$ cat config.mk
export PLATFORM = sky130hd
export DESIGN_NAME = lsu_mem_if
export DESIGN_NICKNAME = d
export VERILOG_FILES = /design/src/rtl/lsu_pkg.sv /design/src/rtl/lsu_byte_lane.sv /design/src/rtl/lsu_mem_if.sv
export SDC_FILE = /design/constraint.sdc
export NUM_CORES = 1
export LEC_CHECK = 0
export CORE_AREA = 2 2 116 118
export CTS_BUF_LIST = sky130_fd_sc_hd__clkbuf_8
export DETAILED_ROUTE_END_ITERATION = 12
export DIE_AREA = 0 0 118 120
export PLACE_DENSITY = 0.82
export SYNTH_ARGS = -nofsm -noshare
export SYNTH_HDL_FRONTEND = slang
export SYNTH_SLANG_ARGS = --single-unit
$ cat constraint.sdc
create_clock -name clk_i -period 2.3 [get_ports clk_i]
set_input_delay 0.46 -clock clk_i [delete_from_list [all_inputs] [get_ports clk_i]]
set_output_delay 0.46 -clock clk_i [all_outputs]
set_load 0.05 [all_outputs]
$ cat src/rtl/lsu_pkg.sv
// rtl/lsu_pkg.sv - shared types and size decode for the load/store unit
package lsu_pkg;

    typedef enum logic [2:0] {
        F3_B  = 3'b000,
        F3_H  = 3'b001,
        F3_W  = 3'b010,
        F3_BU = 3'b100,
        F3_HU = 3'b101
    } funct3_e;

    typedef enum logic [2:0] {
        IDLE   = 3'd0,
        LOAD   = 3'd1,
        WRITE  = 3'd2,
        RMW_RD = 3'd3,
        RMW_WR = 3'd4,
        ERR    = 3'd5
    } state_e;

    typedef enum logic [1:0] {
        SZ_B   = 2'd0,
        SZ_H   = 2'd1,
        SZ_W   = 2'd2,
        SZ_BAD = 2'd3
    } size_e;

    // Access size of a request; unsigned variants exist only for loads
    function automatic size_e lsu_size(input logic [2:0] f3, input logic we);
        size_e sz;
        case (f3)
            F3_B:    sz = SZ_B;
            F3_H:    sz = SZ_H;
            F3_W:    sz = SZ_W;
            F3_BU:   sz = we ? SZ_BAD : SZ_B;
            F3_HU:   sz = we ? SZ_BAD : SZ_H;
            default: sz = SZ_BAD;
        endcase
        return sz;
    endfunction

endpackage

$ cat src/rtl/lsu_byte_lane.sv
// rtl/lsu_byte_lane.sv - load extract/extend and sub-word store merge
module lsu_byte_lane
    import lsu_pkg::*;
#(
    parameter int XLEN = 32
) (
    input  logic [XLEN-1:0] word,
    input  logic [1:0]      offset,
    input  logic [2:0]      funct3,
    input  logic [XLEN-1:0] wdata,
    output logic [XLEN-1:0] load_data,
    output logic [XLEN-1:0] merge_data
);

    logic [7:0]  lane_b;
    logic [15:0] lane_h;

    // Pick the addressed byte/half out of the memory word and extend it
    always_comb begin
        lane_b    = word[{offset, 3'b000} +: 8];
        lane_h    = word[{offset[1], 4'b0000} +: 16];
        load_data = word;
        case (funct3)
            F3_B:    load_data = {{(XLEN-8){lane_b[7]}}, lane_b};
            F3_BU:   load_data = {{(XLEN-8){1'b0}}, lane_b};
            F3_H:    load_data = {{(XLEN-16){lane_h[15]}}, lane_h};
            F3_HU:   load_data = {{(XLEN-16){1'b0}}, lane_h};
            default: load_data = word;
        endcase
    end

    // Overwrite only the target lane(s) of the old word with store data
    always_comb begin
        merge_data = word;
        case (funct3)
            F3_B:    merge_data[{offset, 3'b000} +: 8]     = wdata[7:0];
            F3_H:    merge_data[{offset[1], 4'b0000} +: 16] = wdata[15:0];
            default: merge_data = wdata;
        endcase
    end

endmodule

$ cat src/rtl/lsu_mem_if.sv
// rtl/lsu_mem_if.sv - load/store unit in front of a word-wide data memory
module lsu_mem_if
    import lsu_pkg::*;
#(
    parameter int MEM_AW = 10,
    parameter int XLEN   = 32
) (
    input  logic              clk_i,
    input  logic              rst_ni,
    input  logic              lsu_req_i,
    input  logic              lsu_we_i,
    input  logic [2:0]        lsu_funct3_i,
    input  logic [XLEN-1:0]   lsu_addr_i,
    input  logic [XLEN-1:0]   lsu_wdata_i,
    output logic              lsu_ready_o,
    output logic              lsu_rvalid_o,
    output logic [XLEN-1:0]   lsu_rdata_o,
    output logic              lsu_done_o,
    output logic              lsu_err_o,
    output logic [MEM_AW-1:0] mem_addr_o,
    output logic [XLEN-1:0]   mem_wdata_o,
    output logic              mem_wren_o,
    input  logic [XLEN-1:0]   mem_rdata_i
);

    state_e            state_q, state_d;
    logic [2:0]        req_f3;
    logic [MEM_AW+1:0] req_addr;
    logic [XLEN-1:0]   req_wdata;
    logic [XLEN-1:0]   merge_q;
    logic [XLEN-1:0]   load_data;
    logic [XLEN-1:0]   merge_data;

    size_e sz;
    logic  range_err;
    logic  align_err;
    logic  req_err;
    logic  accept;

    assign accept    = lsu_req_i && lsu_ready_o;
    assign sz        = lsu_size(lsu_funct3_i, lsu_we_i);
    assign range_err = |lsu_addr_i[XLEN-1:MEM_AW+2];
    assign align_err = (sz == SZ_H && lsu_addr_i[0]) ||
                       (sz == SZ_W && lsu_addr_i[1:0] != 2'b00);
    assign req_err   = (sz == SZ_BAD) || range_err || align_err;

    // Word address always comes from the latched request
    assign mem_addr_o = req_addr[MEM_AW+1:2];

    lsu_byte_lane #(.XLEN(XLEN)) u_lane (
        .word       (mem_rdata_i),
        .offset     (req_addr[1:0]),
        .funct3     (req_f3),
        .wdata      (req_wdata),
        .load_data  (load_data),
        .merge_data (merge_data)
    );

    // State register
    always_ff @(posedge clk_i or negedge rst_ni) begin
        if (!rst_ni) begin
            state_q <= IDLE;
        end else begin
            state_q <= state_d;
        end
    end

    // Next-state: route accepted requests, every other state lasts one cycle
    always_comb begin
        state_d = state_q;
        case (state_q)
            IDLE: begin
                if (lsu_req_i) begin
                    if (req_err)        state_d = ERR;
                    else if (!lsu_we_i) state_d = LOAD;
                    else if (sz == SZ_W) state_d = WRITE;
                    else                state_d = RMW_RD;
                end
            end
            LOAD:    state_d = IDLE;
            WRITE:   state_d = IDLE;
            RMW_RD:  state_d = RMW_WR;
            RMW_WR:  state_d = IDLE;
            ERR:     state_d = IDLE;
            default: state_d = IDLE;
        endcase
    end

    // Outputs decoded from state so the write enable drops at once on reset
    always_comb begin
        lsu_ready_o = (state_q == IDLE);
        mem_wren_o  = 1'b0;
        mem_wdata_o = '0;
        case (state_q)
            WRITE: begin
                mem_wren_o  = 1'b1;
                mem_wdata_o = req_wdata;
            end
            RMW_WR: begin
                mem_wren_o  = 1'b1;
                mem_wdata_o = merge_q;
            end
            default: ;
        endcase
    end

    // Capture the request fields when it is accepted
    always_ff @(posedge clk_i or negedge rst_ni) begin
        if (!rst_ni) begin
            req_f3    <= '0;
            req_addr  <= '0;
            req_wdata <= '0;
        end else if (accept) begin
            req_f3    <= lsu_funct3_i;
            req_addr  <= lsu_addr_i[MEM_AW+1:0];
            req_wdata <= lsu_wdata_i;
        end
    end

    // Response pulses, load data and the read-modify-write merge word
    always_ff @(posedge clk_i or negedge rst_ni) begin
        if (!rst_ni) begin
            lsu_rvalid_o <= 1'b0;
            lsu_done_o   <= 1'b0;
            lsu_err_o    <= 1'b0;
            lsu_rdata_o  <= '0;
            merge_q      <= '0;
        end else begin
            lsu_rvalid_o <= (state_q == LOAD);
            lsu_done_o   <= (state_q == WRITE) || (state_q == RMW_WR);
            lsu_err_o    <= (state_q == ERR);
            if (state_q == LOAD) begin
                lsu_rdata_o <= load_data;
            end
            if (state_q == RMW_RD) begin
                merge_q <= merge_data;
            end
        end
    end

endmodule

==> results of run 1 <==
-- cells in the final DEF (no fill, tap or decap), types with 4 or more instances in the layout --
cell,count
clkbuf_8,19
nand3_1,34
clkdlybuf4s50_1,146
nand2_1,179
a21o_1,8
nor2_1,29
buf_4,32
dfrtp_1,114
mux2_2,15
inv_1,7
buf_12,38
ha_1,5
a21oi_1,33
and3_1,6
o21ai_0,9
o221ai_1,16
mux2i_1,11
mux4_2,8
nor4_1,6
nor3_1,27
a22o_1,39
clkinv_2,4
a221oi_1,29
-- flip-flops by register name, indices dropped and copies added (netlist names), 3 cells and up --
signal and flops:
lsu_rdata_o 32, merge_q 32, req_wdata 32, req_addr 12, req_f3 3, state_q 3
-- kinds of logic (layout without fill, tap and decap cells) --
| kind of cell | Yosys count | count (layout) | synth area share (%) |
|---|---|---|---|
| AND/OR/NAND/NOR | 304 | 304 | 21.6 |
| flip-flops | 117 | 117 | 46.3 |
| AO/OA/AOI/OAI | 146 | 146 | 17.7 |
| adder cells (fa/ha/maj) | 5 | 5 | 0.989 |
| buffers and inverters | 68 | 256 | 6.13 |
| multiplexers | 34 | 34 | 7.26 |
-- where the power goes --
group | switching (W) | leakage [nW] | internal (W)
combinational | 0.00205 | 2.38 | 0.00116
sequential | 0.000391 | 1.49 | 0.00247
clock | 0.000817 | 0.195 | 0.00110
-- layer usage --
layer	vias up	part of all wire, %
met5	-	0
met4	0	1.6
met3	31	8.6
met2	381	47
met1	3003	43
li1	2787	-
-- stage by stage --
stage	total power [W]	setup TNS, ps
final	0.00800	0
after floorplan	0.00485	0
after detailed placement	0.00608	0
after global placement	0.00601	0
after global routing	0.00833	-204
after CTS	0.00800	0
-- critical path: cells and delay by family, from the launching register on --
kind / cells / cell delay [ps]
compound gates: 1 / 240
simple gates: 1 / 250
flops: 1 / 470
buf+inv: 2 / 380
-- cell type report --
cell class	count	share of cell area, %
Inverter	10	0.467
Tap cell	176	2.42
Clock buffer	19	2.87
Multi-Input combinational cell	489	33.4
Sequential cell	117	32.2
Timing Repair Buffer	217	27.2
Clock inverter	10	1.46
-- what timing repair did --
item                       CTS  global route
pin swaps                    0             0
hold buffers                 1             0
setup endpoints to repair   32            27
hold endpoints to repair    26             0
gates resized for setup      4             2
-- worst paths after layout --
path,cells after the start,end
worst max register to register,6,merge_q[17]
worst min register to register,2,req_addr[7]
worst max-delay path,4,mem_wdata_o[13]
max in group asynchronous,3,lsu_rdata_o[13]
min in group asynchronous,2,merge_q[0]
worst min-delay path,2,req_addr[7]
==> flow_summary.yaml, run 1 <==
drt:
  dr.pass1.iters: 5
  via_per_inst: 5.97
  vias: 6202
  drc: 0
  dr.first_iter.drc_count: 654
  wl_mm: 21.9
  wl_per_cell_um: 21.1
  ant_nets: 0
timing:
  finalCritPeriodShare_pct: 98.4
  max_freq_ghz: 0.442
  finalHoldViolations: 0
  timing.hold.ws_ps: 483
  rsz0062_at_grt: "true"
  slew_violations: 0
  tightest_slew_ps: 589
  finalSetupViolations: 0
  period_minus_slack_ps: 2260
  maxSlewHeadroom_pct: 60.5
  setup_slack_ps: 37.2
  skew_ps: 10.1
setup_path:
  worstPathCellList: "nor3b_4, buf_12, a22o_1, buf_12"
  critPathMaxFanout: 33
  start_kind: "flop"
  crit_type: "reg2out"
  cpMaxStageDelayCell: "dfrtp_2"
  path_common_cell: "buf_12"
  crit_path_start: "state_q[1]"
  slowest_delay_ps: 470
  cp.required_ps: 1840
  r2r-start: "req_addr[1]"
  arrival_ps: 1800
  critPathCaptureType: "output port"
  r2r_slack_ps: 90
yosys:
  seq_area_frac_synth_pct: 46.3
  synth_area_per_cell_um2: 9.38
  synth_warnings: 0
  synth-seq-cells: 117
  netlist_instances: 674
  syn_area_um2: 6320
  yosys.area.top_type: "dfrtp_1"
  synth_commonest_cells: "179 x nand2_1, 117 x dfrtp_1, 40 x a22o_1, 34 x nand3_1, 33 x a21oi_1"
  synth_area_leaders: "dfrtp_1 46%, nand2_1 11%, a22o_1 5.5%, a221oi_1 4.0%, mux4_2 2.8%"
  yosysMostFrequentCell: "nand2_1"
  synth-edff-count: 0
  synth_fp_nets: 782
  async_flop_share_pct: 100
  ys.flop_type: "dfrtp_1"
  yosysTopAreaCellShare_pct: 46.3
  synth_cell_types: 50
place:
  io_buffers: 181
  pre_cts_ws_ps: 118
  dpl-instance-area_um2: 8680
  dp_hpwl_mm: 16.1
  routabilityCongestion: 0.994
  place_inst: 1008
floorplan:
  core_um2: 13000
  std_cell_rows: 42
  die_area_um2: 14200
  initial_core_util_pct: 48.7
  die_h_um: 120
  die_w_um: 118
  ioPinCount: 182
finish:
  area_delta_synth_final_pct: 44.0
  drive_above_1_share_pct: 16.6
  nets: 960
  stdcell_area_um2: 9100
  instances_no_fill: 1038
  post-route-util_pct: 70.1
  multiInputGateArea_um2: 3040
  ff_latch_area_um2: 2930
  n_fill_cell: 1016
  diodes: 0
cts:
  worstSkewPairLatency_ps: 430
  cts_htree_levels: 4
  path_clk_slew_ps: 70
  clock-sinks: 117
  numCtsBuffers: 17
  post_cts_buffers: 0
  clk_path_buf_depth: 2
  cts-root-buf: "clkbuf_8"
  cts_tree: "done"
grt:
  use_met3_pct: 6.27
  grt_overflow: 0
  busiest_layer: "met2"
  gr-usage-met2_pct: 49.4
  track_usage_pct: 31.4
  grt_antenna_before_repair: 0
  grt_max_degree: 53
  use_met1_pct: 44.3
  grt_pass1_vias: 6051
  grt_pass1_wl_mm: 34.1
pwr:
  vdd_drop_max_uv: 497
  power_density_nw_per_um2: 878
  leakagePower_nw: 4.07
worst_hold_path:
  min_from: "req_addr[7]"
  hold_class: "reg2reg"
run:
  cap_violations: 0
status:
  outcome: "completed"
Power figures use the tool's default switching activity.
==> run 2, diff against run 1 <==
--- a/config.mk
+++ b/config.mk
@@ -5,10 +5,11 @@
 export SDC_FILE = /design/constraint.sdc
 export NUM_CORES = 1
 export LEC_CHECK = 0
-export CORE_AREA = 2 2 116 118
+export ABC_AREA = 1
+export CORE_AREA = 2 2 120 122
 export CTS_BUF_LIST = sky130_fd_sc_hd__clkbuf_8
 export DETAILED_ROUTE_END_ITERATION = 12
-export DIE_AREA = 0 0 118 120
+export DIE_AREA = 0 0 122 124
 export PLACE_DENSITY = 0.82
 export SYNTH_ARGS = -nofsm -noshare
 export SYNTH_HDL_FRONTEND = slang
==> run 2 against run 1 <==
Effect of this change:
- worst setup slack got worse by 31 ps
- die area increased by 6.8%
- clock skew about the same
- non-clock buffer count decreased by 13
- register-to-register slack improved by 70 ps
- largest cell class unchanged
==> flow_summary.yaml, run 2 <==
status:
  outcome: "completed"
yosys:
  synth_warnings: 0
  synth_area_leaders: "dfrtp_1 42%, nand2_1 12%, a21oi_1 7.6%, inv_1 5.8%, nand3_1 4.8%"
  synth-edff-count: 0
  yosysMostFrequentCell: "nand2_1"
  yosysTopAreaCellShare_pct: 42.2
  synth_area_per_cell_um2: 7.35
  synth-seq-cells: 117
  syn_area_um2: 6950
  synth_fp_nets: 1053
  ys.flop_type: "dfrtp_1"
  async_flop_share_pct: 100
  synth_cell_types: 34
  synth_commonest_cells: "223 x nand2_1, 117 x dfrtp_1, 107 x inv_1, 105 x a21oi_1, 66 x nand3_1"
  seq_area_frac_synth_pct: 42.2
  yosys.area.top_type: "dfrtp_1"
  netlist_instances: 945
floorplan:
  die_w_um: 122
  core_um2: 13700
  ioPinCount: 182
  die_h_um: 124
  std_cell_rows: 43
  initial_core_util_pct: 50.6
  die_area_um2: 15100
finish:
  nets: 1209
  area_delta_synth_final_pct: 39.2
  layout_commonest_cell: "nand2_1"
  top_regs: "lsu_rdata_o x32, merge_q x32, req_wdata x32"
  final_cell_mix: "222 x nand2_1, 146 x clkdlybuf4s50_1, 116 x dfrtp_1"
  instances_no_fill: 1295
  drive_above_1_share_pct: 12.6
  post-route-util_pct: 70.5
  n_fill_cell: 1099
setup_path:
  crit_type: "reg2out"
  r2r_end: "merge_q[2]"
  cp.required_ps: 1840
  cpMaxStageDelayCell: "dfrtp_1"
  worstPathCellList: "inv_2, nand3_1, buf_6, o21ai_1, buf_12"
  critPathCaptureType: "output port"
  r2r_cells: 7
  critPathMaxFanout: 33
  crit_path_start: "state_q[0]"
  slowest_delay_ps: 420
  crit_end: "mem_wdata_o[24]"
  start_kind: "flop"
  r2r_slack_ps: 160
  r2r-start: "req_addr[1]"
  arrival_ps: 1830
timing:
  max_freq_ghz: 0.436
  slew_violations: 0
  finalHoldViolations: 0
  setup_slack_ps: 6.12
  period_minus_slack_ps: 2290
  maxSlewHeadroom_pct: 57.1
  finalSetupViolations: 0
  rsz0062_at_grt: "true"
  skew_ps: 10.1
  tightest_slew_ps: 643
  finalCritPeriodShare_pct: 99.7
drt:
  vias: 7280
  wl_mm: 22.6
  dr.pass1.iters: 6
  wl_per_cell_um: 17.5
  via_per_inst: 5.62
  ant_nets: 0
  drc: 0
  dr.first_iter.drc_count: 830
worst_hold_path:
  hold_class: "reg2reg"
  min_path_cells: 2
run:
  cap_violations: 0
cts:
  path_clk_slew_ps: 70
  clk_path_buf_depth: 2
  post_cts_buffers: 0
  worstSkewPairLatency_ps: 460
  clock-sinks: 117
  cts_htree_levels: 4
  cts_tree: "done"
  cts-root-buf: "clkbuf_8"
  numCtsBuffers: 17
grt:
  grt_pass1_wl_mm: 35.6
  grt_overflow: 0
  grt_pass1_vias: 6838
  track_usage_pct: 30.5
  grt_antenna_before_repair: 1
  grt_max_degree: 45
pwr:
  power_density_nw_per_um2: 1570
  leakagePower_nw: 4.45
  p_seq_share_pct: 21.9
  p_switching_w: 0.00767
  switching_share_pct: 50.7
  pwr-share-clk_pct: 13.2
  vdd_drop_max_uv: 1040
  total_power_w: 0.0151
  internal-power_w: 0.00747
  combPwrFrac_pct: 64.9
place:
  pre_cts_ws_ps: 132
  dp_hpwl_mm: 16.4
  place_inst: 1261
  routabilityCongestion: 0.979
  io_buffers: 181
## run 2: cell types whose count changed in the layout (fill, tap and decap cells not counted), moves of 25 or more
cell,change
a21oi_1,+72
a221oi_1,-29
a22o_1,-39
inv_1,+102
nand2_1,+43
nand3_1,+32
nor2_1,+29
nor3_1,-25
o21ai_1,+58
## run 2: stage by stage
stage	setup TNS, ps	instance area (um2)	hold WS, ps
floorplan	-3890	6950	164
finish	0	9670	485
global route	-969	9670	489
CTS	-1350	9610	484
global placement	0	9170	438
detailed placement	0	9170	442
## run 2: worst min path at each step
stage           startpoint          end  slack [ps]
6_report       merge_q[24]  merge_q[24]         480
5_1_grt        merge_q[30]  merge_q[30]         490
4_1_cts        merge_q[24]  merge_q[24]         480
3_5_place_dp        rst_ni    lsu_err_o         440
3_3_place_gp        rst_ni    lsu_err_o         440
2_1_floorplan       rst_ni   lsu_done_o         160
## run 2: cell families after synthesis
kind of cell,count (synthesis),share of synthesized area (%)
buf+inv,184,11.7
mux,10,1.62
simple gates,396,25.2
compound gates,233,18.5
fa+ha+maj,5,0.901
flops,117,42.2
## run 2: worst max-delay path: cells and delay by family (launching register included)
kind | cells | cell delay [ps]
simple gates | 1 | 110
buf+inv | 3 | 540
compound gates | 1 | 280
flops | 1 | 420
## run 2: timing repair
item                                    in CTS  in global routing
resized for setup                           16                 25
endpoints found under the hold margin       31                  0
hold buffers                                 1                  0
endpoints found under the setup margin      32                 33
## run 2: power groups by stage
| stage | Combinational (W) | Sequential, W | Clock [W] |
|---|---|---|---|
| 4_1_cts | 0.00969 | 0.00330 | 0.00201 |
| 2_1_floorplan | 0.00536 | 0.00422 | 0 |
| 6_report | 0.00983 | 0.00332 | 0.00199 |
| 3_5_place_dp | 0.00960 | 0.00330 | 0 |
| 5_1_grt | 0.0105 | 0.00340 | 0.00211 |
| 3_3_place_gp | 0.00944 | 0.00331 | 0 |
## run 2: routing by layer
layer,GRT usage [%],routed length (um)
met5,0,0
met4,10.7,627
met3,7.28,2300
met2,45.9,10200
met1,43.1,9530
## run 2: layout make-up
type                    count  area [um2]  share of cell area, %
repair buffers            204        2390                   24.7
inverters                 117         439                   4.54
diodes                      1        2.50                 0.0259
multi-input cells         644        3270                   33.8
clock inverters            12         135                   1.40
flip-flops and latches    117        2930                   30.3
well taps                 180         225                   2.33
clock buffers              20         275                   2.85
==> run 3, diff against run 2 <==
--- a/config.mk
+++ b/config.mk
@@ -7,10 +7,11 @@
 export LEC_CHECK = 0
 export ABC_AREA = 1
 export CORE_AREA = 2 2 120 122
-export CTS_BUF_LIST = sky130_fd_sc_hd__clkbuf_8
+export CTS_BUF_LIST = sky130_fd_sc_hd__clkbuf_2 sky130_fd_sc_hd__clkbuf_4 sky130_fd_sc_hd__clkbuf_8
 export DETAILED_ROUTE_END_ITERATION = 12
 export DIE_AREA = 0 0 122 124
 export PLACE_DENSITY = 0.82
+export SLEW_MARGIN = 15
 export SYNTH_ARGS = -nofsm -noshare
 export SYNTH_HDL_FRONTEND = slang
 export SYNTH_SLANG_ARGS = --single-unit
==> run 3 against run 2 <==
Effect of this change:
- cell area about the same
- largest cell class unchanged
- non-clock buffer count unchanged
- clock skew increased by 6.0 ps
- worst setup slack improved by 3.6 ps
- highest routed layer unchanged
- via count increased by 0.44%
- register-to-register slack about the same
- critical endpoint unchanged
- total power increased by 0.27%
- global-route usage about the same
==> flow_summary.yaml, run 3 (synthesis gave the netlist of run 2 again) <==
status:
  outcome: "completed"
grt:
  grt_overflow: 0
  grt_pass1_wl_mm: 35.6
  gr-usage-met2_pct: 45.9
  grt_max_degree: 45
  use_met3_pct: 7.28
  track_usage_pct: 30.5
  grt_antenna_before_repair: 1
  busiest_layer: "met2"
  grt_pass1_vias: 6838
  use_met1_pct: 43.1
floorplan:
  std_cell_rows: 43
  die_w_um: 122
  initial_core_util_pct: 50.6
  ioPinCount: 182
  die_area_um2: 15100
  core_um2: 13700
  die_h_um: 124
setup_path:
  r2r_slack_ps: 160
  slowest_delay_ps: 420
  cpMaxStageDelayCell: "dfrtp_1"
  cp.required_ps: 1840
  r2r_end: "merge_q[2]"
  crit_type: "reg2out"
  r2r_cells: 7
  r2r-start: "req_addr[1]"
  crit_buf_inv: 3
  critPathCaptureType: "output port"
  crit_end: "mem_wdata_o[24]"
  crit_path_start: "state_q[0]"
  path_depth: 5
  critical-path-top-delay-family: "buffers and inverters"
  arrival_ps: 1830
  worstPathCellList: "inv_2, nand3_1, buf_6, o21ai_1, buf_12"
  start_kind: "flop"
  critPathMaxFanout: 33
drt:
  dr.pass1.iters: 7
  wl_per_cell_um: 17.5
  dr.first_iter.drc_count: 908
  ant_nets: 0
  vias: 7312
  drc: 0
  via_per_inst: 5.65
  wl_mm: 22.6
worst_hold_path:
  min_from: "merge_q[24]"
  hold_class: "reg2reg"
place:
  dp_hpwl_mm: 16.4
  io_buffers: 181
  dpl-instance-area_um2: 9170
  place_inst: 1261
  routabilityCongestion: 0.979
cts:
  post_cts_buffers: 0
  clock-sinks: 117
  clk_path_buf_depth: 2
  numCtsBuffers: 17
  cts_tree: "done"
  cts-root-buf: "clkbuf_8"
  worstSkewPairLatency_ps: 460
  path_clk_slew_ps: 70
  cts_htree_levels: 4
finish:
  drive_above_1_share_pct: 12.7
  instances_no_fill: 1295
  final_cell_mix: "222 x nand2_1, 146 x clkdlybuf4s50_1, 116 x dfrtp_1"
  stdcell_area_um2: 9670
  nets: 1209
  layout_commonest_cell: "nand2_1"
  area_delta_synth_final_pct: 39.3
  top_regs: "lsu_rdata_o x32, merge_q x32, req_wdata x32"
pwr:
  leakagePower_nw: 4.45
  power_density_nw_per_um2: 1570
  vdd_drop_max_uv: 1050
timing:
  skew_ps: 16.2
  finalHoldViolations: 0
  tightest_slew_ps: 640
  max_freq_ghz: 0.437
  timing.hold.ws_ps: 484
  rsz0062_at_grt: "true"
  maxSlewHeadroom_pct: 57.3
  period_minus_slack_ps: 2290
  finalSetupViolations: 0
  finalCritPeriodShare_pct: 99.6
  finalSetupTns_ps: 0
  slew_violations: 0
run:
  cap_violations: 0
run 3: worst min path at each step:
| stage | cells past startpoint | endpoint | slack [ps] |
|---|---|---|---|
| finish | 2 | merge_q[24] | 480 |
| detailed placement | 1 | lsu_err_o | 440 |
| CTS | 2 | merge_q[24] | 480 |
| global placement | 1 | lsu_err_o | 440 |
| global route | 2 | merge_q[30] | 490 |
| floorplan | 0 | lsu_done_o | 160 |
run 3: area by class of cell:
type,instances,area (um2)
well taps,180,225
flip-flops and latches,117,2930
repair buffers,204,2390
fillers,1096,4050
multi-input cells,644,3270
clock inverters,10,128
clock buffers,22,290
inverters,117,439
diodes,1,2.50
run 3: what timing repair did:
| item | CTS | global route |
|---|---|---|
| endpoints found under the setup margin | 32 | 33 |
| endpoints found under the hold margin | 31 | 0 |
| resized for setup | 16 | 25 |
| hold buffers | 1 | 0 |
run 3: layer usage:
layer  up-vias  share of wire, %
li1       3409                 -
met3        62                10
met2       430                45
met4         0               3.0
met5         -                 0
met1      3411                42
run 3: per-stage QoR:
stage | setup slack, ps | total power [W] | util [%]
global route | -63.0 | 0.0161 | 70.5
CTS | -99.8 | 0.0150 | 70.1
finish | 9.74 | 0.0152 | 70.5
global placement | 230 | 0.0127 | 66.8
detailed placement | 132 | 0.0129 | 66.8
floorplan | -191 | 0.00958 | -
run 3: worst min-delay path: stages (launching register included):
cell	delay [ps]
dfrtp_1	340
nand2_1	50
nand2_1	60
run 3: power breakdown:
part / leakage, nW / internal [W] / switching, W
Combinational: 2.98 / 0.00355 / 0.00629
Sequential: 1.25 / 0.00279 / 0.000529
Clock: 0.219 / 0.00117 / 0.000861
Total: 4.45 / 0.00751 / 0.00768
